### src/rtl/bcd_counter_chain.sv
// Cascaded DIGITS-wide BCD up/down counter with load, enable and one-shot terminal count.
// Define BCD_COUNTER_MMSS_EN to make digits 1 and 3 mod-6 (mm:ss timer layout).
module bcd_counter_chain #(
    parameter int DIGITS        = 4,
    parameter bit HOLD_AT_LIMIT = 1'b1
) (
    input  logic                  clk,
    input  logic                  reset,
    input  logic                  en,
    input  logic                  up,
    input  logic                  load,
    input  logic [4*DIGITS-1:0]   load_val,
    output logic [4*DIGITS-1:0]   count,
    output logic                  tc,
    output logic                  zero
);

    function automatic logic [3:0] digit_max(input int idx);
`ifdef BCD_COUNTER_MMSS_EN
        return (idx == 1 || idx == 3) ? 4'd5 : 4'd9;
`else
        return (idx >= 0) ? 4'd9 : 4'd9;
`endif
    endfunction

    logic [4*DIGITS-1:0] count_reg;
    logic                tc_reg;
    // Set once the current limit has been flagged, so held steps there stay quiet.
    logic                expired_reg;

    logic [4*DIGITS-1:0] max_val;
    logic [4*DIGITS-1:0] step_next;
    logic [4*DIGITS-1:0] clamp_next;
    logic                at_limit;
    logic                lands_on_limit;
    logic                tc_next;
    logic                expired_next;

    genvar gi;
    generate
        for (gi = 0; gi < DIGITS; gi++) begin : g_max
            assign max_val[4*gi +: 4] = digit_max(gi);
        end
    endgenerate

    // Single-cycle ripple: each digit steps only when every lower digit is at its roll point.
    always_comb begin
        logic       carry;
        logic       borrow;
        logic [3:0] digit;
        logic [3:0] dmax;
        logic [3:0] ld;
        carry      = 1'b1;
        borrow     = 1'b1;
        digit      = '0;
        dmax       = '0;
        ld         = '0;
        step_next  = count_reg;
        clamp_next = '0;
        for (int i = 0; i < DIGITS; i++) begin
            digit = count_reg[4*i +: 4];
            dmax  = max_val[4*i +: 4];
            ld    = load_val[4*i +: 4];
            if (up) begin
                if (carry) begin
                    step_next[4*i +: 4] = (digit == dmax) ? 4'd0 : digit + 4'd1;
                end
                carry = carry & (digit == dmax);
            end else begin
                if (borrow) begin
                    step_next[4*i +: 4] = (digit == 4'd0) ? dmax : digit - 4'd1;
                end
                borrow = borrow & (digit == 4'd0);
            end
            clamp_next[4*i +: 4] = (ld > dmax) ? dmax : ld;
        end
    end

    always_comb begin
        at_limit       = up ? (count_reg == max_val) : (count_reg == '0);
        lands_on_limit = up ? (step_next == max_val) : (step_next == '0);
        tc_next        = 1'b0;
        expired_next   = 1'b0;
        if (at_limit) begin
            tc_next      = HOLD_AT_LIMIT ? !expired_reg : 1'b1;
            expired_next = HOLD_AT_LIMIT;
        end else begin
            tc_next      = lands_on_limit;
            expired_next = HOLD_AT_LIMIT && lands_on_limit;
        end
    end

    always_ff @(posedge clk or posedge reset) begin
        if (reset) begin
            count_reg   <= '0;
            tc_reg      <= 1'b0;
            expired_reg <= 1'b0;
        end else if (load) begin
            count_reg   <= clamp_next;
            tc_reg      <= 1'b0;
            expired_reg <= 1'b0;
        end else if (en) begin
            if (!(HOLD_AT_LIMIT && at_limit)) begin
                count_reg <= step_next;
            end
            tc_reg      <= tc_next;
            expired_reg <= expired_next;
        end else begin
            tc_reg <= 1'b0;
        end
    end

    assign count = count_reg;
    assign tc    = tc_reg;
    assign zero  = (count_reg == '0);

endmodule

### config.mk
export PLATFORM = sky130hd
export DESIGN_NAME = bcd_counter_chain
export DESIGN_NICKNAME = d
export VERILOG_FILES = /design/src/rtl/bcd_counter_chain.sv
export SDC_FILE = /design/constraint.sdc
export NUM_CORES = 1
export LEC_CHECK = 0
export ABC_CLOCK_PERIOD_IN_PS = 3100
export BUFFER_PORTS_ARGS = -buffer_cell sky130_fd_sc_hd__buf_4
export CAP_MARGIN = 30
export CELL_PAD_IN_SITES_DETAIL_PLACEMENT = 1
export CELL_PAD_IN_SITES_GLOBAL_PLACEMENT = 2
export CORE_MARGIN = 1.5
export CORE_UTILIZATION = 30
export DETAILED_ROUTE_END_ITERATION = 10
export PLACE_DENSITY = 0.86
export SKIP_LAST_GASP = 1
export SYNTH_ARGS = -nofsm -noshare
export SYNTH_HDL_FRONTEND = slang
export SYNTH_SLANG_ARGS = --single-unit
export TNS_END_PERCENT = 20
### constraint.sdc
create_clock -name clk -period 3.1 [get_ports clk]
set_clock_uncertainty 0.05 [all_clocks]
set_input_delay 0.31 -clock clk [delete_from_list [all_inputs] [get_ports clk]]
set_output_delay 0.31 -clock clk [all_outputs]
set_load 0.005 [all_outputs]
Yosys cells after proc, flatten, opt, wreduce, memory -nomap -nowiden
Index checks and enable logic that the tools add are counted.
Widths: inputs -> output; s select.

word-level totals
  bits in registers = 18
  memories kept = 0
  word-level logic and storage cells = 74
  ROM bits = 0
  RAM bits = 0
  latch bits = 0

cells by class
  equal/unequal tests = 7
  reductions and logical operators = 9
  add/subtract/negate cells = 8
  mux-type cells = 39
  order comparisons = 4
  divide/modulo/power cells = 0
  shift operators = 0
  bitwise gates (word level) = 4
  multiply operators = 0

operators by type and width
  kind                  count
  $mux 4                22
  $mux 16               3
  $eq 16x16->1 const B  2
  $logic_not 16->1      2
  $add 4x1->4 const B   4
  $eq 4x4->1 const B    4
  $gt 4x4->1 const B    4
  $logic_not 4->1       4
  $sub 4x1->4 const B   4
  $mux 1                14
  $and 1x1->1           4
  $ne 2x2->1 const B    1
  $reduce_and 2->1      1
  $reduce_bool 2->1     1
  $logic_not 1->1       1

Depth between registers and ports, before layout
Gate-level depths: netlist of run 1.

  word-level depth = 13
  depth in mapped cells = 10
  depth with buffers taken out = 7

Worst setup path after synthesis of run 1
OpenSTA, ideal clock, no wires.

  path type = register to register
  from = register count_reg[2], in the netlist count[2]
  to = register tc_reg, in the netlist tc
  setup time = 0.078 ns
  data required time = 2.972 ns
  buffers on the path = 2
  slack = 0.455 ns
  arrival = 2.517 ns
  stages on the path, launching flop included = 9
  cells stage by stage = dfrtp_1 > buf_6 > or4_4 > buf_6 > or4_4 > o22ai_1 > o21ai_1 > or4_1 > o2bb2ai_1

between the ends
  cells in the longest elaborated chain, start to end = 13
  elaborated cells between the ends (all ways) = 35
  classes of those cells = add/sub (2); eq/ne (3); mux (23); bitwise (4); reduce/logical (3)

RTL lines
  item                                                     RTL line  RTL
  from (decl)                                              26        logic [4*DIGITS-1:0] count_reg;
  from (signal assigned)                                   99        count_reg <= clamp_next;
  from (signal assigned)                                   104       count_reg <= step_next;
  $eq 4x4->1 / $logic_not 4->1 (equally long branches)     n/a
  $mux 1                                                   64        if (up) begin
  $and 1x1->1 (on tied branches)                           68, 73
  $mux 1                                                   64
  $and 1x1->1 (on tied branches)                           68, 73
  $mux 1                                                   64
  $mux 4 (on tied branches)                                65, 70
  $mux 4                                                   64
  $eq 16x16->1 / $logic_not 16->1 (equally long branches)  81        lands_on_limit = up ? (step_next == max_val) : (step_next == '0);
  $mux 1                                                   81
  $mux 1 (*)                                               84        if (at_limit) begin
  $mux 1 (*)                                               102       end else if (en) begin
  $mux 1 (*)                                               98        end else if (load) begin
  to (signal assigned)                                     106       tc_reg <= tc_next;
  to (decl)                                                27        logic tc_reg;

Every way passes the cells marked *; elsewhere a longest branch is shown, timed or not.
A chain may end at the register's enable or synchronous reset.

Worst setup path after layout of run 1
  from = register count_reg[8], in the netlist count[8]
  to = register tc_reg, in the netlist tc

between the ends
  cells in the longest elaborated chain, start to end = 10
  elaborated cells between the ends (all ways) = 25
  classes of those cells = add/sub (2); eq/ne (3); mux (15); bitwise (2); reduce/logical (3)

RTL lines
  item                                                                 RTL line
  parallel branches: the longest is 7 deep, another holds $sub 4x1->4  n/a
  $mux 1 (*)                                                           84
  $mux 1 (*)                                                           102
  $mux 1 (*)                                                           98

Every way passes the cells marked *.

==> results of run 1 <==
-- stage by stage --
stage | setup WS [ns] | util | power [mW] | std cells
floorplan | 0.4554 | - | 0.4974 | 248
global placement | 0.4024 | 0.3869 | 0.6361 | 352
detailed placement | 0.3107 | 0.3869 | 0.6423 | 352
CTS | 0.2419 | 0.3967 | 0.8407 | 356
global route | 0.08575 | 0.3967 | 0.8901 | 356
finish | 0.2525 | 0.3967 | 0.8404 | 356
-- cells in the final DEF (no fill, tap or decap), types with 7 or more instances in the layout --
master	synthesis	final
nor2_1	28	28
buf_4	0	52
dfrtp_1	18	18
nand2_1	27	27
inv_1	7	7
nand4_1	7	7
o21ai_0	16	16
o21ai_1	9	9
a21oi_1	19	19
nor3_1	8	8
-- power by group --
group	total, mW	internal [mW]	leakage, nW	switching, mW
Combinational	0.343	0.151	0.660	0.191
Sequential	0.298	0.258	0.224	0.0410
Clock	0.199	0.113	0.0288	0.0862
Total	0.840	0.522	0.912	0.318
-- area by class of cell --
cell class	count	area [µm²]	share of cell area
sequential	18	450.4	0.2025
clock buffer	4	55.05	0.02475
tap	72	90.09	0.04050
inverter	7	26.28	0.01181
timing repair buffer	52	390.4	0.1755
multi-input combinational	203	1212	0.5450
-- worst max-delay path, stage by stage, from the launching register on --
cell	delay, ns
dfrtp_1	0.50
or4_1	0.60
nor4_4	0.42
mux2i_1	0.17
a221oi_2	0.22
nand4_1	0.14
or4_1	0.51
o2bb2ai_1	0.16
-- worst paths after layout --
kind / endpoint / slack [ns] / cells past startpoint
hold / removal: count[8] / 0.12 / 2
min in group clk: count[1] / 0.21 / 3
setup / recovery: tc / 0.25 / 7
setup reg to reg: tc / 0.25 / 7
max in group asynchronous: tc / 2.42 / 2
hold reg to reg: tc / 0.51 / 2
-- routing by layer --
metal,share of wire,GRT usage,vias to the layer above
met5,0,0,-
met4,0.0078,0.04655,0
met3,0.048,0.02629,8
met2,0.47,0.3303,49
met1,0.48,0.2945,978
li1,-,-,972
-- kinds of logic after synthesis --
logic type             after synthesis
AND/OR/NAND/NOR                    115
XOR/XNOR                             8
multiplexers                         8
flip-flops                          18
buffers and inverters               27
AO/OA/AOI/OAI                       72
==> flow_summary.toml, run 1 <==
[run_status]
status = "finished clean"

[synth]
ys_warn_count = 0
synth_nets = 269
synth_area_leaders = "dfrtp_1 25%, nor2_1 5.9%, nand2_1 5.7%"
synthAdderAreaFrac = 0
synthFlopType = "dfrtp_1"
synth.most_common_cell = "nor2_1"
yosysTopAreaCell = "dfrtp_1"
yosys-top-cells-count = "28 x nor2_1, 27 x nand2_1, 19 x a21oi_1, 18 x dfrtp_1, 16 x o21ai_0"
synthCells = 248
syn-cell-area_um2 = 1780
yosysSeqAreaShare = 0.2530
synth_compound_area_frac = 0.2502
ys_seq_elements = 18
synth-edff-count = 0
yosysTopAreaCellShare = 0.2530
synthMuxAreaShare = 0.04638
netlist-cell-type-count = 48
yosys.area_share.simple = 0.3450
async_flop_share = 1.000
synthXorXnorAreaFrac = 0.03935
synth.avg_cell_area_um2 = 7.179
synth_top_family_by_area = "simple AND/OR/NAND/NOR gates"

[timing]
setup_tns_ns = 0
holdWs_ns = 0.1159
rsz0062_at_grt = "false"
slew_viol_final = 0
tightest_slew_ns = 0.7201
slew_headroom = 0.5194
fin_crit_sh = 0.9186
min_period_ns = 2.848
fmaxAchievable_mhz = 351.2
setup_violations = 0
hold_violations = 0

[final_layout]
antennaDiodeCount = 0
areaGrowthSynthToFinish_pct = 24.95
fin_area_um2 = 2225
drive_gt1_frac = 0.2324
fillers = 734
nets = 306
largest_reg_flops = 16

[critical_path]
worstPathArrival_ns = 2.98
path_max_fanout = 7
required_ns = 3.23
cp-end-kind = "register"
worstSetupStartpoint = "count[8]"
start_kind = "register"
crit-reg2reg-launch = "count[8]"
path_class = "register to register"

[drt]
ant_nets = 0
routed-via-count = 2007
wl_per_cell_um = 17.54
post_drt_via_cell_ratio = 5.638
first_iter_violations = 170
drc = 0
wl_um = 6243
dr.pass1.iters = 4

[flow_run]
maxCapViolations = 0

[min_path]
hold_class = "input pin to async pin"

[global_route]
grt_pass1_wl_um = 10320
grt-ovfl-total = 0
grt_pass1_vias = 1975
grt_max_degree = 28
antenna_found_initial = 0
grt_use_total = 0.2068

[placement]
placed_cell_area_um2 = 2170
post-dp-hpwl_um = 4710
gp_congestion = 0.9371
io_buffers = 38

[clock_network]
cts-root-buf = "clkbuf_8"
holdBufCountCts = 0
cts_buffers = 3
cts_resized = 0
insertion_delay_ns = 0.26
cts_tree = "built"
clockBufferDepth = 2
clkTransAtPathRegs_ns = 0.08
cts_setup_buffers = 0
htreeDepth = 1
clkSinkCount = 18

[pwr]
vdd_drop_max_v = 0.0002099
p_leak_nw = 0.9123
cellPowerDensity_nw_per_um2 = 377.8

[floorplanning]
ios = 39
core_um2 = 5608
num_rows = 27
start_util = 0.3175
die_w_um = 80.04
die_h_um = 80.04
die_area_um2 = 6406
(Power assumes the default switching activity.)
==> run 2, diff against run 1 <==
ABC_CLOCK_PERIOD_IN_PS = 2400   (was 3100)
CORE_UTILIZATION = 27   (was 30)
PLACE_DENSITY = 0.82   (was 0.86)
clock period = 2.4 ns   (was 3.1 ns; I/O delays follow)
==> run 2 against run 1 <==
The flow now finishes with violations (negative setup slack). Via count increased by 8.6%. Wire length rose by 11%. Combinational power increased by 68%. Power rose by 42%. Global-route usage down 1.1 points. Worst hold slack got worse by 0.044 ns. Sequential power up 22%. Maximum frequency is 12% higher. Cell area is 19% higher. Count of clock-buffer cells in the layout stayed put. Critical endpoint unchanged.
==> flow_summary.toml, run 2 (synthesis results as in run 1) <==
[drt]
met1_length_um = 3353
post_drt_via_cell_ratio = 5.434
dr.pass1.iters = 4
first_iter_violations = 83
wl_um = 6915
dr_wl_met2_um = 3331
met3_length_um = 146
ant_nets = 0
drc = 0
wl_per_cell_um = 17.24
top_layer = "met4"
routed-via-count = 2179

[critical_path]
crit_path_max_incr_delay_ns = 0.61
path_max_fanout = 7
crit_path_top_delay_cell = "or4_4"
start_kind = "register"
worstPathArrival_ns = 2.69
path_buf_inv = 1
cp_cell_sequence = "or4_4 > nor4_1 > buf_4 > mux2i_1 > mux2_2 > nand2_1 > or4_1 > o2bb2ai_1"
crit_family = "simple AND/OR/NAND/NOR gates"
path_class = "register to register"
required_ns = 2.54
cp-end-kind = "register"

[placement]
io_buffers = 38
post-dp-hpwl_um = 5260
dp_slack_ns = -0.2915
gp_congestion = 0.8931

[timing]
rsz0062_at_grt = "true"
min_period_ns = 2.552
setup_violations = 12
tightest_slew_ns = 0.7683
slew_viol_final = 0
setup_tns_ns = -0.4161
fmaxAchievable_mhz = 391.9
setup_slack_ns = -0.1517
slew_headroom = 0.4872
hold_violations = 0
fin_crit_sh = 1.063

[clock_network]
insertion_delay_ns = 0.26
htreeDepth = 1
clkTransAtPathRegs_ns = 0.07
cts_tree = "built"
clkSinkCount = 18
cts_buffers = 3
cts-root-buf = "clkbuf_8"
holdBufCountCts = 0
clockBufferDepth = 2

[floorplanning]
die_area_um2 = 7090
start_util = 0.2804
num_rows = 29
ios = 39
die_w_um = 84.21
die_h_um = 84.21
core_um2 = 6350

[pwr]
vdd_drop_max_v = 0.0003042
power_mw = 1.196
p_leak_nw = 1.138
cellPowerDensity_nw_per_um2 = 450.3

[final_layout]
fillers = 774
nets = 346
final_common_cell = "buf_4"
antennaDiodeCount = 0
layout_common_cells = "90 x buf_4, 28 x nor2_1, 27 x nand2_1, 18 x a21oi_1, 18 x dfrtp_1"
drive_gt1_frac = 0.3827
multi_input_comb_area_um2 = 1329
largest_reg_flops = 16
areaGrowthSynthToFinish_pct = 49.12
area.sequential_um2 = 450.4

[global_route]
antenna_found_initial = 0
grt_use_total = 0.1960
grt-ovfl-total = 0
grt_pass1_vias = 2205
grt_max_degree = 26
grt_pass1_wl_um = 11280

[flow_run]
maxCapViolations = 0

[min_path]
hold_class = "input pin to async pin"

[run_status]
status = "complete, but fails checks"
violations = "negative setup slack"
-- run 2: cell count changes in the layout (fill, tap and decap cells not counted), sizes merged --
cell | before | now
buf | 52 | 92
-- run 2: metrics by stage --
step	std cells	area [µm²]	util	hold WS, ns
CTS	399	2584	0.4069	0.09375
global route	401	2655	0.4181	0.1286
global placement	392	2444	0.3848	0.3502
detailed placement	392	2444	0.3848	0.3764
finish	401	2655	0.4181	0.07178
floorplan	248	1787	-	0.1286
-- run 2: final cells by class --
cell class              count  area share
flip-flops and latches     18      0.1697
well taps                  77     0.03629
clock buffers               4     0.02074
multi-input cells         203      0.5005
repair buffers             92      0.2630
inverters                   7    0.009896
-- run 2: what timing repair did --
item,in CTS,in global routing
gates resized for setup,14,12
buffers inserted,3,3
endpoints found under the setup margin,18,19
pin swaps,12,11
-- run 2: power by group --
part	total, mW	internal, mW	leakage [nW]	switching (mW)
clock network	0.257	0.146	0.0288	0.111
registers	0.363	0.333	0.224	0.0303
logic	0.575	0.271	0.886	0.304
-- run 2: final timing paths --
kind                                  start   endpoint  slack (ns)  depth (start not counted)
worst max-delay path               count[4]         tc       -0.15                          8
max in group asynchronous             reset  count[14]        1.75                          2
worst min-delay path                  reset   count[6]        0.07                          2
worst min register to register  expired_reg         tc        0.50                          2
worst max register to register     count[4]         tc       -0.15                          8
min in group clk                load_val[7]   count[6]        0.14                          2
-- run 2: routing by layer --
layer / track usage / vias to the layer above
met4: 0.05067 / 0
met1: 0.2873 / 1066
met5: 0 / -
li1: - / 1064
met2: 0.3200 / 40
met3: 0.003933 / 9
==> run 3, diff against run 2 <==
CELL_PAD_IN_SITES_DETAIL_PLACEMENT = default   (was 1)
CELL_PAD_IN_SITES_GLOBAL_PLACEMENT = default   (was 2)
CORE_MARGIN = default   (was 1.5)
CORE_UTILIZATION = 49   (was 27)
REMOVE_ABC_BUFFERS = 1   (was default)
==> run 3 against run 2 <==
Worst hold slack better by 0.036 ns. Global-route usage is 8.6 points higher. Combinational power is 4.7% lower. Power is 12% lower. Non-clock buffer count is 8 lower. Flip-flop and latch count stayed put. The flow still finishes with violations (negative setup slack). Register-to-register slack worse by 0.08 ns. Sequential share of layout area is 0.85 points higher. Final cell count is 10% lower. Maximum frequency is 2.9% lower. Largest power group unchanged. Core utilization is 32 points higher. Highest routed layer unchanged.
==> flow_summary.toml, run 3 (synthesis results as in run 1) <==
[clock_network]
cts_tree = "built"
insertion_delay_ns = 0.29
clkSinkCount = 18
htreeDepth = 1
clkTransAtPathRegs_ns = 0.10
cts_buffers = 3
clockBufferDepth = 2
cts-root-buf = "clkbuf_4"

[drt]
routed-via-count = 2167
first_iter_violations = 216
dr_wl_met2_um = 2523
top_layer = "met4"
wl_um = 5470
met3_length_um = 389
dr.pass1.iters = 4
post_drt_via_cell_ratio = 6.003
ant_nets = 0
drc = 0
met1_length_um = 2454
wl_per_cell_um = 15.15

[global_route]
grt_max_degree = 26
grt_pass1_wl_um = 8811
grt-ovfl-total = 0
grt_use_total = 0.2823
grt_pass1_vias = 1900
antenna_found_initial = 0

[run_status]
status = "complete, but fails checks"
violations = "negative setup slack"

[timing]
holdWs_ns = 0.1082
hold_violations = 0
setup_violations = 18
setup_slack_ns = -0.2284
slew_viol_final = 0
fmaxAchievable_mhz = 380.5
slew_headroom = 0.5715
rsz0062_at_grt = "true"
min_period_ns = 2.628
tightest_slew_ns = 0.6421
fin_crit_sh = 1.095
setup_tns_ns = -1.428

[critical_path]
worstPathArrival_ns = 2.80
required_ns = 2.57
crit_path_max_incr_delay_ns = 0.59
cp-end-kind = "register"
crit_path_top_delay_cell = "or4_4"
path_class = "register to register"
cp_cell_sequence = "or4_4 > nor4_4 > a21oi_2 > a221oi_2 > nand4_1 > or4_4 > o2bb2ai_2"
path_max_fanout = 4
cp_common_cell = "or4_4"
start_kind = "register"

[final_layout]
antennaDiodeCount = 0
fillers = 273
areaGrowthSynthToFinish_pct = 42.02
fin_util = 0.7403
largest_reg_flops = 16
final_common_cell = "buf_4"
layout_common_cells = "81 x buf_4, 28 x nor2_1, 27 x nand2_1, 18 x dfrtp_1, 17 x a21oi_1"
nets = 338
drive_gt1_frac = 0.3651

[placement]
io_buffers = 38
dp_slack_ns = -0.2324
gp_congestion = 0.9378
post-dp-hpwl_um = 4006

[floorplanning]
start_util = 0.5212
num_rows = 21
die_w_um = 62.28
core_um2 = 3416
ios = 39
die_h_um = 62.28
die_area_um2 = 3879

[min_path]
hold_class = "input pin to register"

[pwr]
cellPowerDensity_nw_per_um2 = 415.6
vdd_drop_max_v = 0.0003901
p_leak_nw = 1.085

[flow_run]
maxCapViolations = 0
[run 3: cell count changes in the layout (fill, tap and decap cells not counted), moves of 2 or more]
| cell | before | now |
|---|---|---|
| clkbuf_4 | 0 | 3 |
| o21ai_0 | 14 | 16 |
| buf_4 | 90 | 81 |
| nor4_2 | 0 | 2 |
| o31ai_2 | 0 | 2 |
| clkbuf_8 | 4 | 0 |
[run 3: per-layer routing]
| metal | global-route usage | vias up |
|---|---|---|
| li1 | - | 1038 |
| met3 | 0.01287 | 12 |
| met1 | 0.4170 | 1002 |
| met2 | 0.4478 | 115 |
| met4 | 0.07558 | 0 |
| met5 | 0 | - |
[run 3: where the power goes]
group	internal (mW)	switching [mW]	leakage, nW	total [mW]
clock network	0.0582	0.0822	0.0138	0.140
logic	0.263	0.284	0.847	0.548
registers	0.333	0.0300	0.224	0.363
[run 3: final timing paths]
kind / start / endpoint / slack [ns] / cells past startpoint
setup / recovery: count[7] / tc / -0.23 / 7
hold / removal: load_val[10] / count[10] / 0.11 / 3
setup reg to reg: count[7] / tc / -0.23 / 7
hold reg to reg: expired_reg / tc / 0.51 / 2
max in group asynchronous: reset / count[8] / 1.33 / 3
min in group asynchronous: reset / count[10] / 0.54 / 3
[run 3: worst max-delay path: cells and delay by family (launching register included)]
kind / cells / cell delay (ns)
AOI/OAI and AO/OA: 3 / 0.55
DFF: 1 / 0.38
and+or+nand+nor: 4 / 1.61
[run 3: cell type report]
type	instances	area, µm²	area share
Multi-Input combinational cell	203	1323	0.5230
Tap cell	46	57.56	0.02276
Timing Repair Buffer	84	649.4	0.2568
Sequential cell	18	450.4	0.1781
Clock buffer	3	22.52	0.008906
Inverter	7	26.28	0.01039
[run 3: timing repair]
item	4_1_cts	5_1_grt
endpoints found under the setup margin	18	19
resized for setup	9	14
buffers inserted	2	0
endpoints found under the hold margin	9	0
pin swaps	7	13
hold buffers	1	0
[run 3: through the flow]
stage	total power [mW]	instance area, µm²	cells
global placement	0.8628	2375	356
floorplan	0.6134	1689	228
global route	1.114	2529	361
detailed placement	0.8709	2375	356
finish	1.051	2529	361
CTS	1.026	2461	362
